### config.mk
export PLATFORM = sky130hd
export DESIGN_NAME = router_reg
export DESIGN_NICKNAME = d
export VERILOG_FILES = /design/src/rtl/router_reg.sv
export SDC_FILE = /design/constraint.sdc
export NUM_CORES = 1
export LEC_CHECK = 0
export CORE_MARGIN = 3
export CORE_UTILIZATION = 50
export CTS_BUF_LIST = sky130_fd_sc_hd__clkbuf_16
export CTS_CLUSTER_SIZE = 30
export DETAILED_ROUTE_END_ITERATION = 16
export PLACE_DENSITY_LB_ADDON = 0.3
export SYNTH_ARGS = -nofsm -noshare
export SYNTH_HDL_FRONTEND = slang
export SYNTH_SLANG_ARGS = --single-unit
### constraint.sdc
create_clock -name clock -period 2.1 [get_ports clock]
set_clock_uncertainty 0.15 [all_clocks]
set_input_delay 0.315 -clock clock [delete_from_list [all_inputs] [get_ports clock]]
set_output_delay 0.315 -clock clock [all_outputs]
set_load 0.02 [all_outputs]
### src/rtl/router_reg.sv
// router_reg: datapath register stage of the 1x3 router (header capture, stall hold, XOR parity).
// Define ROUTER_PKT_CNT_EN to add saturating good/bad packet counters.
module router_reg #(
    parameter int unsigned CNT_W = 8
) (
    input  logic             clock,
    input  logic             resetn,
    input  logic             pkt_valid,
    input  logic [7:0]       data_in,
    input  logic             fifo_full,
    input  logic             detect_add,
    input  logic             lfd_state,
    input  logic             ld_state,
    input  logic             laf_state,
    input  logic             full_state,
    input  logic             rst_int_reg,
    output logic [7:0]       dout,
    output logic             parity_done,
    output logic             low_pkt_valid,
    output logic             err
`ifdef ROUTER_PKT_CNT_EN
    ,
    output logic [CNT_W-1:0] good_pkt_cnt,
    output logic [CNT_W-1:0] bad_pkt_cnt
`endif
);

    logic [7:0] hdr;
    logic [7:0] hold;
    logic [7:0] int_par;
    logic [7:0] pkt_par;
    logic       par_check;
    logic       par_mismatch;
    logic       par_byte;

    assign par_check    = rst_int_reg && parity_done;
    assign par_mismatch = (int_par != pkt_par);
    assign par_byte     = ld_state && !pkt_valid;

    always_ff @(posedge clock) begin
        if (!resetn)
            hdr <= '0;
        else if (detect_add && pkt_valid)
            hdr <= data_in;
    end

    // Byte presented during a full stall is parked in hold and replayed on LOAD_AFTER_FULL.
    always_ff @(posedge clock) begin
        if (!resetn) begin
            dout <= '0;
            hold <= '0;
        end else if (lfd_state) begin
            dout <= hdr;
        end else if (ld_state && !fifo_full) begin
            dout <= data_in;
        end else if (ld_state && fifo_full) begin
            hold <= data_in;
        end else if (laf_state) begin
            dout <= hold;
        end
    end

    // Held bytes are counted when captured, so LOAD_AFTER_FULL leaves parity alone.
    always_ff @(posedge clock) begin
        if (!resetn)
            int_par <= '0;
        else if (detect_add)
            int_par <= '0;
        else if (lfd_state)
            int_par <= int_par ^ hdr;
        else if (ld_state && pkt_valid && !full_state)
            int_par <= int_par ^ data_in;
    end

    always_ff @(posedge clock) begin
        if (!resetn)
            pkt_par <= '0;
        else if (par_byte)
            pkt_par <= data_in;
    end

    always_ff @(posedge clock) begin
        if (!resetn)
            low_pkt_valid <= 1'b0;
        else if (par_byte)
            low_pkt_valid <= 1'b1;
        else if (rst_int_reg)
            low_pkt_valid <= 1'b0;
    end

    always_ff @(posedge clock) begin
        if (!resetn)
            parity_done <= 1'b0;
        else if ((par_byte && !fifo_full) || (laf_state && low_pkt_valid && !parity_done))
            parity_done <= 1'b1;
        else if (detect_add)
            parity_done <= 1'b0;
    end

    // Sticky until the next packet's first data load.
    always_ff @(posedge clock) begin
        if (!resetn)
            err <= 1'b0;
        else if (par_check)
            err <= par_mismatch;
        else if (lfd_state)
            err <= 1'b0;
    end

`ifdef ROUTER_PKT_CNT_EN
    always_ff @(posedge clock) begin
        if (!resetn)
            good_pkt_cnt <= '0;
        else if (par_check && !par_mismatch && (good_pkt_cnt != '1))
            good_pkt_cnt <= good_pkt_cnt + CNT_W'(1);
    end

    always_ff @(posedge clock) begin
        if (!resetn)
            bad_pkt_cnt <= '0;
        else if (par_check && par_mismatch && (bad_pkt_cnt != '1))
            bad_pkt_cnt <= bad_pkt_cnt + CNT_W'(1);
    end
`endif

endmodule
---- After elaboration in Yosys (flattened, before gate mapping) ----
Index checks and enable logic that the tools add are counted.
operators by class
  add/sub/neg operators ................... 0
  multiply operators ...................... 0
  div/mod/pow operators ................... 0
  magnitude comparators ................... 0
  eq/ne operators ......................... 2
  shift operators ......................... 0
  mux-type cells .......................... 12
  bitwise operators ....................... 5
  reductions and logical operators ........ 23
operators with widths
  operator                                      number
  8-bit 2-to-1 mux                              6
  8-bit bitwise XOR                             2
  1-bit logical AND                             10
  8-bit inequality test                         1
  2-bit nonzero test                            4
  1-bit 2-to-1 mux                              6
  1-bit zero test                               4
  3-bit inequality test, second input constant  1
  1-bit NOT                                     3
  3-bit AND reduction                           1
  3-bit nonzero test                            1
  2-bit AND reduction                           1
  2-bit OR reduction                            1
  1-bit logical OR                              1
word-level totals
  register bits after elaboration ......... 43
  latch bits .............................. 0
  memory bits (writable) .................. 0
  bits in read-only memories .............. 0
  bits of input ports ..................... 18
  output and inout port bits .............. 11
  memories ................................ 0

---- Longest topological paths before layout ----
Gate-level depths: netlist of run 1.
  depth after elaboration ................. 5
  mapped depth ............................ 5

---- Worst setup path after synthesis of run 1 ----
No wires, ideal clock.
  path kind ............................... input -> register
  from .................................... input port ld_state
  to ...................................... register dout[0]
  setup time .............................. 0.131 ns
  arrival ................................. 1.093 ns
  setup slack ............................. 0.726 ns
  cell stages on the path ................. 5
  path buffers ............................ 1
  path through ............................ nor2b_4 > buf_6 > mux2_2 > mux2i_1 > o21ai_0
on the way
  longest elaborated chain between the ends .. 3
  elaborated cells between the ends (all ways) .. 7
ends and longest elaborated chain
  item                                                               RTL line  RTL
  start, declared                                                    13        input logic ld_state,
  1-bit logical AND (on tied branches)                               54, 56
  3-bit inequality test (no line), or another cell as far along      --
  2-bit AND reduction (no line) or 8-bit 2-to-1 mux (tied branches)  --
  end signal, assigned                                               53        dout <= hdr;
  end signal, assigned                                               55        dout <= data_in;
  end signal, assigned                                               59        dout <= hold;
  end, declared                                                      17        output logic [7:0] dout,
Several ways; a longest one is shown, not always the timed one.
A chain may end at the register's enable or synchronous reset.

---- Worst setup path in the final report of run 1 ----
  from .................................... register parity_done
  to ...................................... output port parity_done
RTL lines
  item                    RTL line  RTL
  start, declared         18        output logic parity_done,
  start signal, assigned  93        parity_done <= 1'b0;
  start signal, assigned  95        parity_done <= 1'b1;
  start signal, assigned  97        parity_done <= 1'b0;
No word-level cell between the ends.

==> flow_summary.toml, run 1 <==
[sta]
rsz0062_at_grt = "no"
setup_viol = 0
drv_slew = 0
hold_ws_ps = 307
final.setup.tns_ps = 0
fmax_mhz = 576
slew_headroom_pct = 63.8
tightest_slew_ps = 541
fin_crit_ps = 1740
finalHoldViolations = 0
fin_crit_sh_pct = 82.6

[synthesis]
mappedNetlistArea_sq_um = 1960
synth-main-ff-cell = "dfxtp_1"
seq_area_frac_synth_pct = 43.9
yosysTopAreaCell = "dfxtp_1"
synth_area_leaders = "dfxtp_1 (44%), mux2i_1 (8.2%), nand2_1 (6.7%)"
synth_edf_count = 0
syn_area_per_cell_sq_um = 9.42
synth-seq-cells = 43
ys_warn_count = 0
netlist_instances = 208
netlist.area_leader.share_pct = 43.9
async_flop_share_pct = 0
synth_nets = 226
synth.distinct_cells = 31

[hold_path]
hp-class = "flop to flop"

[route]
routedWlPerCell_um = 14.6
drc = 0
first_pass_iters = 4
initialDrtViolationCount = 66
routed_wirelength_um = 4240
viasPerCell = 5.27
ant_nets = 0
vias = 1529

[critical_path]
r2r_slack_ps = 820
crit_path_start_kind = "flop"
end_kind = "output pin"
path_max_fanout = 4
cp_slowest_cell = "clkdlybuf4s50_1"
path_delay_family = "buffers and inverters"
slowest_delay_ps = 620
path_cells = "clkdlybuf4s50_1"
cp_num_buf_inv = 1
arrival_ps = 1270
worstSetupPathType = "flop to output pin"
critical_path_required_ps = 1630

[finish]
fill_cells = 337
fin_nets = 259
syn_to_final_growth_pct = 26.1
layout-drive-gt1-share_pct = 12.0
final_common_cell = "dfxtp_1"
seqCellArea_sq_um = 861
multi_input_area_sq_um = 1030
diodes = 0
final_cell_mix = "dfxtp_1 (43), nand2_1 (35), clkdlybuf4s50_1 (28)"

[global_routing]
grt_usage_pct = 21.3
antenna_found_initial = 0
overflow = 0
first_global_vias = 1529
grt_max_degree = 20
grt_pass1_wl_um = 7150

[cts]
clk_pin_slew_ps = 60
ctsResizeCount = 0
cts_hold_buf = 0
numCtsBuffers = 5
cts_max_level = 2
cts.sinks = 43
cts_setup_buffers = 0
cts_tree = "built"
clock_latency_ps = 280
clockBufferDepth = 2
cts_root_buffer = "clkbuf_16"

[floorplan]
fp.dieArea_sq_um = 4710
io_pins = 29
die_w_um = 68.6
die_h_um = 68.6
rows = 22
start_util_pct = 52.7
core_sq_um = 3720

[pwr]
pwr_density_cell_nw_per_um2 = 748
power.leakage_nw = 0.979
irDropWorstVdd_mv = 0.661

[status]
status = "completed"

[place]
gp_congestion = 0.768
io_buffers = 28
hpwlAfterDp_um = 3080

[run]
maxCapViolations = 0
==> cells in the mapped netlist, types with 2 or more instances <==
library cell,instances
a21oi_1,3
mux2i_1,16
mux2_2,8
nor2b_1,10
a21boi_0,17
nand2b_1,2
buf_2,4
nor2_1,9
clkbuf_1,6
xor2_1,12
xnor2_1,4
dfxtp_1,43
nand3_1,8
a22oi_1,8
o21ai_0,8
nand2_1,35
==> stage by stage <==
| step | setup WS, ps | utilization [%] | cells | power [W] | area [sq um] |
|---|---|---|---|---|---|
| 2_1_floorplan | 726 | - | 208 | 0.00102 | 1960 |
| 3_3_place_gp | 138 | 62.7 | 282 | 0.00112 | 2330 |
| 3_5_place_dp | 92.6 | 62.7 | 282 | 0.00113 | 2330 |
| 4_1_cts | 355 | 66.5 | 290 | 0.00187 | 2470 |
| 5_1_grt | 264 | 66.5 | 290 | 0.00193 | 2470 |
| 6_report | 365 | 66.5 | 290 | 0.00185 | 2470 |
==> state kept, by name (all words and copies together) (netlist names) <==
register       cells
pkt_par            8
err                1
int_par            8
dout               8
parity_done        1
hdr                8
hold               8
low_pkt_valid      1
==> final timing paths <==
path / end / depth (start not counted) / startpoint
worst min-delay path: dout[3] / 2 / dout[3]
worst max register to register: err / 4 / pkt_par[4]
worst max-delay path: parity_done / 1 / parity_done
worst min register to register: dout[3] / 2 / dout[3]
==> power by group <==
| group | internal, W | switching, W |
|---|---|---|
| sequential | 0.000848 | 0.0000221 |
| combinational | 0.000123 | 0.000115 |
| clock | 0.000433 | 0.000308 |
| total | 0.00141 | 0.000445 |
==> logic make-up (layout without fill, tap and decap cells) <==
family,count (synthesis),count (layout),share of synthesized area (%)
compound gates,39,39,14.1
buf+inv,14,48,3.51
mux,24,24,12.8
flops,43,43,43.9
xor+xnor,16,16,7.15
simple gates,72,72,18.5
==> metal layers <==
| metal | up-vias | global-route usage (%) | wire, um | part of all wire, % |
|---|---|---|---|---|
| met5 | - | 0 | 0 | 0 |
| met3 | 10 | 6.48 | 193 | 4.6 |
| li1 | 769 | - | - | - |
| met1 | 718 | 24.2 | 1900 | 45 |
| met2 | 32 | 36.7 | 2060 | 49 |
| met4 | 0 | 8.93 | 83 | 2.0 |
==> layout make-up <==
type,instances,area share [%]
repair buffers,39,15.2
clock inverters,3,0.658
well taps,48,2.43
flip-flops and latches,43,34.8
clock buffers,5,5.06
inverters,1,0.152
multi-input cells,151,41.7
(Power assumes the default switching activity.)
==> run 2: changes to the inputs <==
==> constraint.sdc (replaced) <==
create_clock -name clock -period 1.6 [get_ports clock]
set_clock_uncertainty 0.15 [all_clocks]
set_input_delay 0.24 -clock clock [delete_from_list [all_inputs] [get_ports clock]]
set_output_delay 0.24 -clock clock [all_outputs]
set_load 0.02 [all_outputs]
==> run 2 against run 1 <==
Count of clock-buffer cells in the layout unchanged; combinational power is 41% higher; sequential share of layout area decreased by 1.6 points; total power is 39% higher; global-route usage unchanged; register-to-register slack worse by 490 ps; non-clock buffer count grew 10; sequential cell count did not move; die area unchanged; wire length grew 4.8%; hold slack got worse by 7.9 ps.
==> flow_summary.toml, run 2 (same netlist as run 1, synthesis figures left out) <==
[critical_path]
crit_cells = 6
cp_slowest_cell = "clkdlybuf4s50_1"
crit_path_start_kind = "primary input"
r2r_slack_ps = 330
end_kind = "flop"
path_delay_family = "buffers and inverters"
ff2ff_path_depth = 4
worstSetupPathType = "primary input to flop"
path_cells = "clkdlybuf4s50_1, nor4bb_2, buf_4, a22oi_1, xor2_1, nor2_1"
path_max_fanout = 8
slowest_delay_ps = 480
cp_num_buf_inv = 2
arrival_ps = 1520
critical_path_required_ps = 1610

[global_routing]
antenna_found_initial = 0
overflow = 0
grt_pass1_wl_um = 7350
grt_max_degree = 24
grt_usage_pct = 21.3
first_global_vias = 1627

[pwr]
irDropWorstVdd_mv = 0.637
clock_power_share_pct = 42.6
power.leakage_nw = 1.11
p_sw_share_pct = 21.9
combPwrFrac_pct = 13.0
total_power_w = 0.00257
internal_power_w = 0.00201
p_switching_w = 0.000565
pwr_density_cell_nw_per_um2 = 993
seqPwrFrac_pct = 44.4

[sta]
tightest_slew_ps = 333
rsz0062_at_grt = "no"
final.setup.tns_ps = 0
finalHoldViolations = 0
drv_slew = 0
fin_crit_ps = 1510
setup_viol = 0
slew_headroom_pct = 77.6
fin_crit_sh_pct = 94.4
fmax_mhz = 662

[floorplan]
start_util_pct = 52.7
io_pins = 29
core_sq_um = 3720
fp.dieArea_sq_um = 4710
die_w_um = 68.6
rows = 22
die_h_um = 68.6

[route]
initialDrtViolationCount = 106
routed_wirelength_um = 4440
drc = 0
first_pass_iters = 4
vias = 1606
routedWlPerCell_um = 14.8
viasPerCell = 5.37
ant_nets = 0

[place]
hpwlAfterDp_um = 3180
gp_congestion = 0.770
io_buffers = 28

[finish]
multi_input_area_sq_um = 1040
seqCellArea_sq_um = 861
syn_to_final_growth_pct = 32.2
final_cell_mix = "dfxtp_1 (43), nand2_1 (35), a21boi_0 (17)"
final_common_cell = "dfxtp_1"
fill_cells = 313
diodes = 0
fin_nets = 269
layout-drive-gt1-share_pct = 16.3

[cts]
numCtsBuffers = 5
cts_max_level = 2
clk_pin_slew_ps = 60
cts_hold_buf = 0
cts_root_buffer = "clkbuf_16"
cts_tree = "built"
clockBufferDepth = 2
cts.sinks = 43
clock_latency_ps = 280

[hold_path]
hold_depth = 2
hp-class = "flop to flop"

[run]
maxCapViolations = 0

[status]
status = "completed"
run 2: cell types whose count changed in the layout (fill, tap and decap cells not counted), moves of 2 or more:
| cell | before | now |
|---|---|---|
| dlygate4sd2_1 | 0 | 11 |
| buf_6 | 0 | 3 |
| clkdlybuf4s50_1 | 28 | 15 |
| buf_4 | 10 | 16 |
| dlymetal6s2s_1 | 0 | 2 |
run 2: timing repair:
item,CTS,global route
pin swaps,1,3
hold endpoints to repair,0,0
setup endpoints to repair,18,16
buffers inserted,1,1
resized for setup,11,8
run 2: final timing paths:
check / startpoint / end
setup reg to reg: int_par[5] / err
hold reg to reg: dout[5] / dout[5]
setup / recovery: lfd_state / int_par[0]
hold / removal: dout[5] / dout[5]
run 2: through the flow:
| step | util [%] | hold slack, ps | cell area (sq um) | setup slack [ps] | instances |
|---|---|---|---|---|---|
| after floorplan | - | 235 | 1960 | 301 | 208 |
| after global placement | 64.6 | 285 | 2400 | -263 | 290 |
| after detailed placement | 64.6 | 293 | 2400 | -278 | 290 |
| after CTS | 68.8 | 302 | 2550 | 22.1 | 298 |
| after global routing | 69.7 | 338 | 2590 | 3.86 | 299 |
| final | 69.7 | 299 | 2590 | 89.4 | 299 |
run 2: final cells by class:
class	count	share of cell area, %
inverter	1	0.145
sequential	43	33.2
tap	48	2.32
clock inverter	2	1.30
clock buffer	5	4.83
multi-input combinational	151	40.2
timing repair buffer	49	18.0
run 2: power groups by stage:
stage          registers (W)  clock network (W)  logic, W
3_5_place_dp         0.00117                  0  0.000331
5_1_grt              0.00115            0.00115  0.000367
3_3_place_gp         0.00116                  0  0.000328
4_1_cts              0.00114            0.00112  0.000329
2_1_floorplan        0.00117                  0  0.000168
6_report             0.00114            0.00110  0.000336
run 2: tightest hold or removal path, stage by stage, from the launching register on:
cell and delay [ps]:
dfxtp_1 320, nand2_1 40, o21ai_0 50
run 2: layer usage:
layer  share of wire (%)  track usage (%)
met4                 1.1             7.44
met3                 5.3             4.38
met5                   0                0
met2                  52             39.2
met1                  41             24.0
